**src/rtl/serv_arb_pkg.sv**
```systemverilog
// Shared types and constants for the SERV instruction/data bus arbiter.
package serv_arb_pkg;

  typedef enum logic [1:0] {
    IDLE  = 2'd0,
    GNT_I = 2'd1,
    GNT_D = 2'd2,
    ACK   = 2'd3
  } arb_state_t;

  localparam logic       GNT_IBUS = 1'b0;
  localparam logic       GNT_DBUS = 1'b1;
  localparam logic [3:0] IBUS_SEL = 4'hF;

endpackage

```
**src/rtl/serv_arb_watchdog.sv**
```systemverilog
// Grant watchdog: counts cycles spent waiting on the memory and flags expiry
// once TIMEOUT_CYCLES-1 is reached while enabled.
module serv_arb_watchdog #(
  parameter int TIMEOUT_CYCLES = 255
) (
  input  logic clk,
  input  logic i_rst,
  input  logic i_clr,
  input  logic i_en,
  output logic o_expire
);

  localparam int CNT_W = (TIMEOUT_CYCLES > 1) ? $clog2(TIMEOUT_CYCLES) : 1;
  localparam logic [CNT_W-1:0] LIMIT = CNT_W'(TIMEOUT_CYCLES - 1);

  logic [CNT_W-1:0] cnt_q;
  logic [CNT_W-1:0] cnt_d;

  assign o_expire = i_en && (cnt_q == LIMIT);

  always_comb begin
    cnt_d = cnt_q;
    if (i_clr) begin
      cnt_d = '0;
    end else if (i_en && !o_expire) begin
      cnt_d = cnt_q + 1'b1;
    end
  end

  always_ff @(posedge clk) begin
    if (i_rst) begin
      cnt_q <= '0;
    end else begin
      cnt_q <= cnt_d;
    end
  end

endmodule

```
**src/rtl/serv_bus_arbiter.sv**
```systemverilog
// Arbitrates the SERV ibus and dbus onto one registered memory port.
// Optional grant watchdog enabled by defining SERV_ARB_TIMEOUT_EN.
module serv_bus_arbiter
  import serv_arb_pkg::*;
#(
  parameter int ADR_W          = 16,
  parameter int ARB_RR         = 1,
  parameter int TIMEOUT_CYCLES = 255
) (
  input  logic             clk,
  input  logic             i_rst,
  input  logic [ADR_W-1:0] i_ibus_adr,
  input  logic             i_ibus_cyc,
  output logic [31:0]      o_ibus_rdt,
  output logic             o_ibus_ack,
  input  logic [ADR_W-1:0] i_dbus_adr,
  input  logic [31:0]      i_dbus_dat,
  input  logic [3:0]       i_dbus_sel,
  input  logic             i_dbus_we,
  input  logic             i_dbus_cyc,
  output logic [31:0]      o_dbus_rdt,
  output logic             o_dbus_ack,
  output logic [ADR_W-1:0] o_mem_adr,
  output logic [31:0]      o_mem_dat,
  output logic [3:0]       o_mem_sel,
  output logic             o_mem_we,
  output logic             o_mem_cyc,
  input  logic [31:0]      i_mem_rdt,
  input  logic             i_mem_ack,
  output logic             o_timeout
);

  arb_state_t       state_q,    state_d;
  logic             last_gnt_q, last_gnt_d;
  logic [ADR_W-1:0] mem_adr_q,  mem_adr_d;
  logic [31:0]      mem_dat_q,  mem_dat_d;
  logic [3:0]       mem_sel_q,  mem_sel_d;
  logic             mem_we_q,   mem_we_d;
  logic             mem_cyc_q,  mem_cyc_d;
  logic [31:0]      ibus_rdt_q, ibus_rdt_d;
  logic             ibus_ack_q, ibus_ack_d;
  logic [31:0]      dbus_rdt_q, dbus_rdt_d;
  logic             dbus_ack_q, dbus_ack_d;
  logic             timeout_q,  timeout_d;

  logic pick;
  logic grant;
  logic in_gnt;
  logic wd_expire;
  logic done;

  assign in_gnt = (state_q == GNT_I) || (state_q == GNT_D);

`ifdef SERV_ARB_TIMEOUT_EN
  serv_arb_watchdog #(
    .TIMEOUT_CYCLES(TIMEOUT_CYCLES)
  ) u_watchdog (
    .clk     (clk),
    .i_rst   (i_rst),
    .i_clr   (grant),
    .i_en    (in_gnt),
    .o_expire(wd_expire)
  );
`else
  assign wd_expire = 1'b0;
`endif

  // A transaction ends on a real memory ack or on watchdog expiry.
  assign done = in_gnt && (i_mem_ack || wd_expire);

  always_comb begin
    if (i_ibus_cyc && i_dbus_cyc) begin
      pick = (ARB_RR != 0) ? ~last_gnt_q : GNT_DBUS;
    end else begin
      pick = i_dbus_cyc ? GNT_DBUS : GNT_IBUS;
    end
  end

  always_comb begin
    state_d    = state_q;
    last_gnt_d = last_gnt_q;
    mem_adr_d  = mem_adr_q;
    mem_dat_d  = mem_dat_q;
    mem_sel_d  = mem_sel_q;
    mem_we_d   = mem_we_q;
    mem_cyc_d  = mem_cyc_q;
    ibus_rdt_d = ibus_rdt_q;
    dbus_rdt_d = dbus_rdt_q;
    ibus_ack_d = 1'b0;
    dbus_ack_d = 1'b0;
    timeout_d  = 1'b0;
    grant      = 1'b0;

    case (state_q)
      IDLE: begin
        if (i_ibus_cyc || i_dbus_cyc) begin
          grant      = 1'b1;
          last_gnt_d = pick;
          mem_cyc_d  = 1'b1;
          if (pick == GNT_DBUS) begin
            state_d   = GNT_D;
            mem_adr_d = i_dbus_adr;
            mem_dat_d = i_dbus_dat;
            mem_sel_d = i_dbus_sel;
            mem_we_d  = i_dbus_we;
          end else begin
            state_d   = GNT_I;
            mem_adr_d = i_ibus_adr;
            mem_dat_d = 32'h0;
            mem_sel_d = IBUS_SEL;
            mem_we_d  = 1'b0;
          end
        end
      end
      GNT_I, GNT_D: begin
        if (done) begin
          state_d   = ACK;
          mem_cyc_d = 1'b0;
          timeout_d = !i_mem_ack;
          if (state_q == GNT_I) begin
            ibus_ack_d = 1'b1;
            ibus_rdt_d = i_mem_ack ? i_mem_rdt : 32'h0;
          end else begin
            dbus_ack_d = 1'b1;
            dbus_rdt_d = i_mem_ack ? i_mem_rdt : 32'h0;
          end
        end
      end
      // Never re-arbitrate here: the requester's cyc is still high this cycle.
      ACK: state_d = IDLE;
      default: state_d = IDLE;
    endcase
  end

  always_ff @(posedge clk) begin
    if (i_rst) begin
      state_q    <= IDLE;
      last_gnt_q <= GNT_IBUS;
      mem_adr_q  <= '0;
      mem_dat_q  <= 32'h0;
      mem_sel_q  <= 4'h0;
      mem_we_q   <= 1'b0;
      mem_cyc_q  <= 1'b0;
      ibus_rdt_q <= 32'h0;
      ibus_ack_q <= 1'b0;
      dbus_rdt_q <= 32'h0;
      dbus_ack_q <= 1'b0;
      timeout_q  <= 1'b0;
    end else begin
      state_q    <= state_d;
      last_gnt_q <= last_gnt_d;
      mem_adr_q  <= mem_adr_d;
      mem_dat_q  <= mem_dat_d;
      mem_sel_q  <= mem_sel_d;
      mem_we_q   <= mem_we_d;
      mem_cyc_q  <= mem_cyc_d;
      ibus_rdt_q <= ibus_rdt_d;
      ibus_ack_q <= ibus_ack_d;
      dbus_rdt_q <= dbus_rdt_d;
      dbus_ack_q <= dbus_ack_d;
      timeout_q  <= timeout_d;
    end
  end

  assign o_mem_adr  = mem_adr_q;
  assign o_mem_dat  = mem_dat_q;
  assign o_mem_sel  = mem_sel_q;
  assign o_mem_we   = mem_we_q;
  assign o_mem_cyc  = mem_cyc_q;
  assign o_ibus_rdt = ibus_rdt_q;
  assign o_ibus_ack = ibus_ack_q;
  assign o_dbus_rdt = dbus_rdt_q;
  assign o_dbus_ack = dbus_ack_q;
  assign o_timeout  = timeout_q;

endmodule

```
**config.mk**
```make
export PLATFORM = sky130hd
export DESIGN_NAME = serv_bus_arbiter
export DESIGN_NICKNAME = d
export VERILOG_FILES = /design/src/rtl/serv_arb_pkg.sv /design/src/rtl/serv_arb_watchdog.sv /design/src/rtl/serv_bus_arbiter.sv
export SDC_FILE = /design/constraint.sdc
export NUM_CORES = 1
export LEC_CHECK = 0
export CORE_MARGIN = 2
export CORE_UTILIZATION = 28
export CTS_BUF_LIST = sky130_fd_sc_hd__clkbuf_4 sky130_fd_sc_hd__clkbuf_8
export DETAILED_ROUTE_END_ITERATION = 12
export SLEW_MARGIN = 0
export SYNTH_ARGS = -nofsm -noshare
export SYNTH_HDL_FRONTEND = slang
export SYNTH_SLANG_ARGS = --single-unit
```
**constraint.sdc**
```tcl
create_clock -name clk -period 4.3 [get_ports clk]
set_input_delay 0.86 -clock clk [delete_from_list [all_inputs] [get_ports clk]]
set_output_delay 0.86 -clock clk [all_outputs]
set_load 0.02 [all_outputs]
```
* Yosys cells after proc, flatten, opt, wreduce, memory -nomap -nowiden
Index checks and enable logic that the tools add are counted.
** Operators by class
- Equal/unequal tests :: 5
- Mux-type cells :: 16
- Bitwise gates (word level) :: 4
- Reductions and logical operators :: 14
** Operators with widths (count)
- $mux W32 :: 2
- $mux W16 :: 1
- $reduce_and A3 Y1 :: 3
- $mux W1 :: 7
- $mux W2 :: 3
- $pmux W2 S3 :: 1
- $eq A2 B2 Y1 const B :: 2
- $mux W4 :: 1
- $ne A2 B2 Y1 const B :: 2
- $not A1 Y1 :: 4
- $reduce_and A2 Y1 :: 2
- $reduce_or A3 Y1 :: 1
- $eq A2 B1 Y1 const B :: 1
- $logic_and A1 B1 Y1 :: 2
- $logic_not A2 Y1 :: 1
- $logic_or A1 B1 Y1 :: 2
- $pmux W1 S2 :: 1
- $reduce_bool A2 Y1 :: 1
- $reduce_or A2 Y1 :: 1
- $logic_not A1 Y1 :: 1
** Word-level totals
- Bits in registers :: 124
- Word-level logic and storage cells :: 51
- Output and inout port bits :: 121
- Input port bits :: 106

* Longest topological paths before layout
Gate-level depths: netlist (run 1).
- Word-level depth :: 5
- Depth in mapped cells :: 7
- Mapped depth without buffers :: 5

* Least setup slack after synthesis (run 1)
No wires, ideal clock.
- Path type :: input to register
- Start point :: input i_rst
- End point :: register mem_dat_q[0] (netlist: o_mem_dat[0])
- Slack :: 2.476 ns
- Required time :: 4.183 ns
- Path buffers :: 3
- Cell stages on the path :: 6
- Arrival :: 1.707 ns
- Setup time :: 0.117 ns
- Cells stage by stage :: buf_2 > inv_1 > and3_1 > buf_6 > buf_6 > a22o_1
** RTL lines
- start, declared :: RTL line serv_bus_arbiter.sv:11 : input logic i_rst,
- end signal, assigned :: RTL line serv_bus_arbiter.sv:153 : mem_dat_q <= mem_dat_d;
- end, declared :: RTL line serv_bus_arbiter.sv:36 : logic [31:0] mem_dat_q, mem_dat_d;

* Worst setup path in the final report (run 1)
- Start point :: input i_mem_ack
- End point :: register ibus_rdt_q[25] (netlist: o_ibus_rdt[25])
** On the way
- Cells in the longest elaborated chain, start to end :: 2
- Elaborated cells on any way between the ends :: 3
- Those cells by class :: mux (1); reduce/logical (2)
** RTL lines
- start, declared :: RTL line serv_bus_arbiter.sv:29 : input logic i_mem_ack,
- $logic_and A1 B1 Y1 :: RTL line serv_bus_arbiter.sv:69 : assign done = in_gnt && (i_mem_ack || wd_expire);
- $reduce_and A3 Y1 (no line)
- end signal, assigned :: RTL line serv_bus_arbiter.sv:157 : ibus_rdt_q <= ibus_rdt_d;
- end, declared :: RTL line serv_bus_arbiter.sv:40 : logic [31:0] ibus_rdt_q, ibus_rdt_d;
Several ways; a longest one is shown, not always the timed one.
A chain may end at the register's enable or synchronous reset.

==> metrics.txt, run 1 <==
initial standard-cell utilization of the core 28.7%; clock-pin transition on the worst setup and hold timing paths 0.07 ns; number of iterations in the first detailed-routing pass 4; post-CTS setup-driven buffer insertion count 0; horizontal die dimension 129 microns; core footprint 0.0152 sq mm; maximum frequency from static timing analysis 416 MHz; leakage power figure 2.60 nW; M1 wire length 5680 microns; CTS tree done; overall power after layout 4.03 mW; critical path endpoint category register; Critical Path Start i_mem_ack; port bufs 226; worst setup path endpoint o_ibus_rdt[25]; fin worst setup slack 1.90 ns; ys async rst share 0%; via total after detailed routing 4,303; result of the run finished clean; antenna violations before repair 0; kind of critical path in -> reg; Hold Violations, Final 0; WP data arrival 2.75 ns; net count of the finished layout 810; count of flip-flops with a built-in enable after synthesis 0; post-synth top area share 57.0%; transition time at the pin with the least slew margin 1.20 ns; endpoint of the lowest-slack register-to-register path o_dbus_rdt[6]; Area growth syn-to-layout 63.1%; post-route design area 0.00711 sq mm; most instantiated library cell after synthesis sky130_fd_sc_hd__nand2_1; count of cells resized by post-cts repair 0; count of antenna-violating nets left after detailed routing 0; post-route clock period utilization 55.9%; pins over their slew limit 0; type of the worst min-delay path reg -> reg; source of the worst register-to-register timing path state_q[0]; Detailed Route WL 13,400 microns; synthesized netlist net count 599; WP data required 4.65 ns; setup_tns 0 ns; Die Footprint 0.0166 sq mm; Ports 227; post-synth top area cell sky130_fd_sc_hd__dfxtp_1; crit path time final 2.40 ns; share of post-route cells with drive strength above 1 6.44%; DRC marker count from the first detailed-route iteration 251; overall global routing resource usage 15.7%; final HPWL from detailed placement 9570 microns; Relative slew margins 19.7%; Synth Register Bits 124; maximum resistive drop on vdd 0.000202 V; Top FF cell, synth sky130_fd_sc_hd__dfxtp_1; critical path launch point type input pin; Routability Congestion 0.769; Layout Utilization 46.7%; cell area after placement 0.00669 sq mm; wire length of the first global-routing pass 20,500 microns; overflow left after global routing 0; met3 WL post-DR 1210 microns; number of antenna cells inserted 0; total instance count after detailed placement 870; row count 45; Power Dens Cells 567 mW/mm^2; latest clock arrival within the worst-skew pair 0.43 ns; post-synthesis instance area 0.00436 sq mm; met2 layer wire length in the routed design 6260 microns; CTS sink cnt 124; Worst Reg-to-Reg Cells 5; Chip Height 129 microns; largest cells by area after synthesis sky130_fd_sc_hd__dfxtp_1, sky130_fd_sc_hd__nand2_1, sky130_fd_sc_hd__a21oi_1; H-tree Lvls 4; Post-CTS Hold Fix Bufs 0; sequential cell area fraction in the yosys report 57.0%; Highest Signal Layer met4; distinct cell type count after synthesis 32; clock tree buffer depth 2; Worst Clk Skew 0.0109 ns; unrepaired setup endpoints after global routing no; number of buffers inserted during clock tree synthesis 17; average routed wire per standard cell 14.8 microns; average instance area after synthesis 8.89 sq um; # DRC 0; buffer cell driving the clock tree root sky130_fd_sc_hd__clkbuf_8; non-filler instance count after layout 902; post-detailed-route via-to-cell ratio 4.77; via count of the first global-routing pass 4,165; commonest cells in the netlist sky130_fd_sc_hd__nand2_1, sky130_fd_sc_hd__dfxtp_1, sky130_fd_sc_hd__a21oi_1, sky130_fd_sc_hd__a22o_1, sky130_fd_sc_hd__clkbuf_1; worst hold margin 0.458 ns; number of max-capacitance violations reported 0; worst-case setup slack after placement 1.45 ns; flop2flop setup slack 2.16 ns; worst-path maximum fanout 32; Cells after Synth 490; number of warnings printed during yosys synthesis 0; pin count of the biggest net entering global routing 72; final-report setup violation count 0
-- cell usage in the layout (no fill, tap or decap), types with 4 or more instances in the layout --
| cell type | n |
|---|---|
| sky130_fd_sc_hd__clkdlybuf4s50_1 | 225 |
| sky130_fd_sc_hd__nand2_1 | 163 |
| sky130_fd_sc_hd__dfxtp_1 | 124 |
| sky130_fd_sc_hd__a21oi_1 | 66 |
| sky130_fd_sc_hd__a22o_1 | 33 |
| sky130_fd_sc_hd__clkbuf_8 | 18 |
| sky130_fd_sc_hd__o21ai_0 | 16 |
| sky130_fd_sc_hd__a31oi_1 | 16 |
| sky130_fd_sc_hd__buf_4 | 5 |
| sky130_fd_sc_hd__inv_1 | 4 |
| sky130_fd_sc_hd__o221a_2 | 4 |
| sky130_fd_sc_hd__clkinv_2 | 4 |
-- worst max-delay path, cell delays in order --
cell and delay [ns]:
sky130_fd_sc_hd__clkdlybuf4s50_1 0.59, sky130_fd_sc_hd__and2_1 0.96, sky130_fd_sc_hd__nand2_1 0.15, sky130_fd_sc_hd__a21oi_1 0.17
-- power by group --
group / total [mW] / switching, mW / internal (mW)
Clock: 1.05 / 0.445 / 0.606
Combinational: 1.47 / 0.806 / 0.662
Sequential: 1.51 / 0.126 / 1.38
Total: 4.03 / 1.38 / 2.65
-- routing by layer --
| layer | vias up | global-route usage [%] |
|---|---|---|
| met5 | - | 0 |
| met4 | 0 | 5.43 |
| li1 | 2089 | - |
| met3 | 17 | 6.20 |
| met1 | 2022 | 18.2 |
| met2 | 175 | 26.5 |
-- cell type report --
class | count | area [sq um]
Fill cell | 1451 | 8100
Sequential cell | 124 | 2480
Timing Repair Buffer | 231 | 2290
Multi-Input combinational cell | 323 | 1670
Clock buffer | 21 | 270
Tap cell | 188 | 235
Clock inverter | 11 | 143
Inverter | 4 | 15.0
-- logic make-up (layout without fill, tap and decap cells) --
group / count (synthesis) / count (layout) / share of synthesized area [%]
AND/OR/NAND/NOR: 174 / 174 / 15.6
buffers and inverters: 43 / 267 / 4.79
flip-flops: 124 / 124 / 57.0
adder cells (fa/ha/maj): 3 / 3 / 0.861
other: 1 / 1 / 0.0861
AO/OA/AOI/OAI: 145 / 145 / 21.6
-- worst min-delay path by stage --
stage	start	end	slack, ns	cells after the start
5_1_grt	o_dbus_rdt[12]	o_dbus_rdt[12]	0.48	2
3_5_place_dp	o_dbus_rdt[0]	o_dbus_rdt[0]	0.45	2
3_3_place_gp	o_dbus_rdt[16]	o_dbus_rdt[16]	0.44	2
4_1_cts	o_dbus_rdt[12]	o_dbus_rdt[12]	0.46	2
2_1_floorplan	state_q[1]	state_q[1]	0.49	2
6_report	o_ibus_rdt[1]	o_ibus_rdt[1]	0.46	2
-- state kept, by name, indices dropped and copies added (netlist names), 2 cells and up --
signal / cells
o_mem_dat: 32
state_q: 2
o_ibus_rdt: 32
o_mem_sel: 4
o_dbus_rdt: 32
o_mem_adr: 16
Power figures use the tool's default switching activity.
==> run 2, diff against run 1 <==
clock period = 2.42 ns   (was 4.3 ns; I/O delays follow)
==> metrics.txt, run 2 (synthesis results as in run 1) <==
Worst Clk Skew 0.00841 ns; critical path endpoint category output port; wire length of the first global-routing pass 20,800 microns; type of the worst min-delay path in -> reg; final-report setup violation count 0; leakage power figure 2.66 nW; transition time at the pin with the least slew margin 0.688 ns; initial standard-cell utilization of the core 28.7%; antenna violations before repair 1; total of fill cells in the finished design 1,438; via count of the first global-routing pass 4,211; critical path launch point type register; latest clock arrival within the worst-skew pair 0.43 ns; row count 45; share of post-route cells with drive strength above 1 6.96%; average routed wire per standard cell 15.1 microns; overflow left after global routing 0; worst-case setup slack after placement 0.406 ns; non-filler instance count after layout 906; Die Footprint 0.0166 sq mm; horizontal die dimension 129 microns; buffer cell driving the clock tree root sky130_fd_sc_hd__clkbuf_8; setup_tns 0 ns; pin count of the biggest net entering global routing 66; number of iterations in the first detailed-routing pass 4; area of all sequential standard cells 0.00248 sq mm; Hold Violations, Final 0; net count of the finished layout 815; Layout Utilization 47.4%; Area growth syn-to-layout 65.3%; overall global routing resource usage 16.1%; CTS tree done; number of max-capacitance violations reported 0; post-detailed-route via-to-cell ratio 4.71; DRC marker count from the first detailed-route iteration 139; CTS sink cnt 124; crit path time final 1.89 ns; Relative slew margins 54.1%; WP data required 1.94 ns; commonest cells after routing, fill and taps aside sky130_fd_sc_hd__clkdlybuf4s50_1, sky130_fd_sc_hd__nand2_1, sky130_fd_sc_hd__dfxtp_1, sky130_fd_sc_hd__a21oi_1, sky130_fd_sc_hd__a22o_1; pins over their slew limit 0; fin worst setup slack 0.525 ns; post-CTS setup-driven buffer insertion count 0; result of the run finished clean; cell type group with the largest total delay on the critical path buffers and inverters; core footprint 0.0152 sq mm; Detailed Route WL 13,700 microns; leading cell type in the layout, fill and taps excluded sky130_fd_sc_hd__clkdlybuf4s50_1; Post-CTS Hold Fix Bufs 0; combined area of the multi-input logic cells 0.00167 sq mm; # DRC 0; total instance count after detailed placement 875; count of antenna-violating nets left after detailed routing 0; clock tree buffer depth 2; final HPWL from detailed placement 9530 microns; worst-path maximum fanout 2; Max stage delay on crit path 0.63 ns; via total after detailed routing 4,269; Power Dens Cells 1030 mW/mm^2; number of buffers inserted during clock tree synthesis 17; Chip Height 129 microns; Ports 227; H-tree Lvls 4; count of cells resized by post-cts repair 0; clock-pin transition on the worst setup and hold timing paths 0.07 ns; crit path max-delay cell type sky130_fd_sc_hd__clkdlybuf4s50_1; Routability Congestion 0.769; WP data arrival 1.41 ns; number of antenna cells inserted 0; kind of critical path reg -> out; crit path cell chain clkdlybuf4s50_1; unrepaired setup endpoints after global routing no; port bufs 226; Critical path buffers and inverters 1; maximum resistive drop on vdd 0.000563 V; post-route clock period utilization 78.3%; maximum frequency from static timing analysis 528 MHz
==> run 2: power breakdown <==
group	switching, mW	internal, mW	total (mW)
clock network	0.779	1.26	2.04
registers	0.219	2.46	2.68
logic	1.45	1.22	2.67
==> run 2: layout make-up <==
cell class                 instances  share of cell area (%)
clock inverter                     6                    1.86
multi-input combinational        323                    23.1
timing repair buffer             236                    32.7
clock buffer                      25                    4.34
sequential                       124                    34.5
tap                              188                    3.27
inverter                           4                   0.208
==> run 2: through the flow <==
step / total power, mW / hold slack (ns) / cell area (sq um)
5_1_grt: 7.80 / 0.309 / 7200
4_1_cts: 7.48 / 0.305 / 7200
3_3_place_gp: 5.36 / 0.442 / 6760
3_5_place_dp: 5.41 / 0.449 / 6760
2_1_floorplan: 4.15 / 0.486 / 4360
6_report: 7.39 / 0.340 / 7200
==> run 2: final timing paths <==
check,slack [ns],startpoint,end,depth (start not counted)
setup / recovery,0.53,o_mem_adr[5],o_mem_adr[5],1
hold reg to reg,0.45,o_dbus_rdt[28],o_dbus_rdt[28],2
setup reg to reg,0.80,state_q[0],o_dbus_rdt[6],6
hold / removal,0.34,i_rst,o_mem_cyc,2
==> run 2: metal layers <==
| layer | GRT usage [%] | up-vias | wire, microns |
|---|---|---|---|
| met5 | 0 | - | 7 |
| met4 | 7.03 | 2 | 237 |
| met3 | 5.78 | 15 | 984 |
| met2 | 26.4 | 177 | 6500 |
| met1 | 19.1 | 1978 | 5990 |
| li1 | - | 2097 | - |
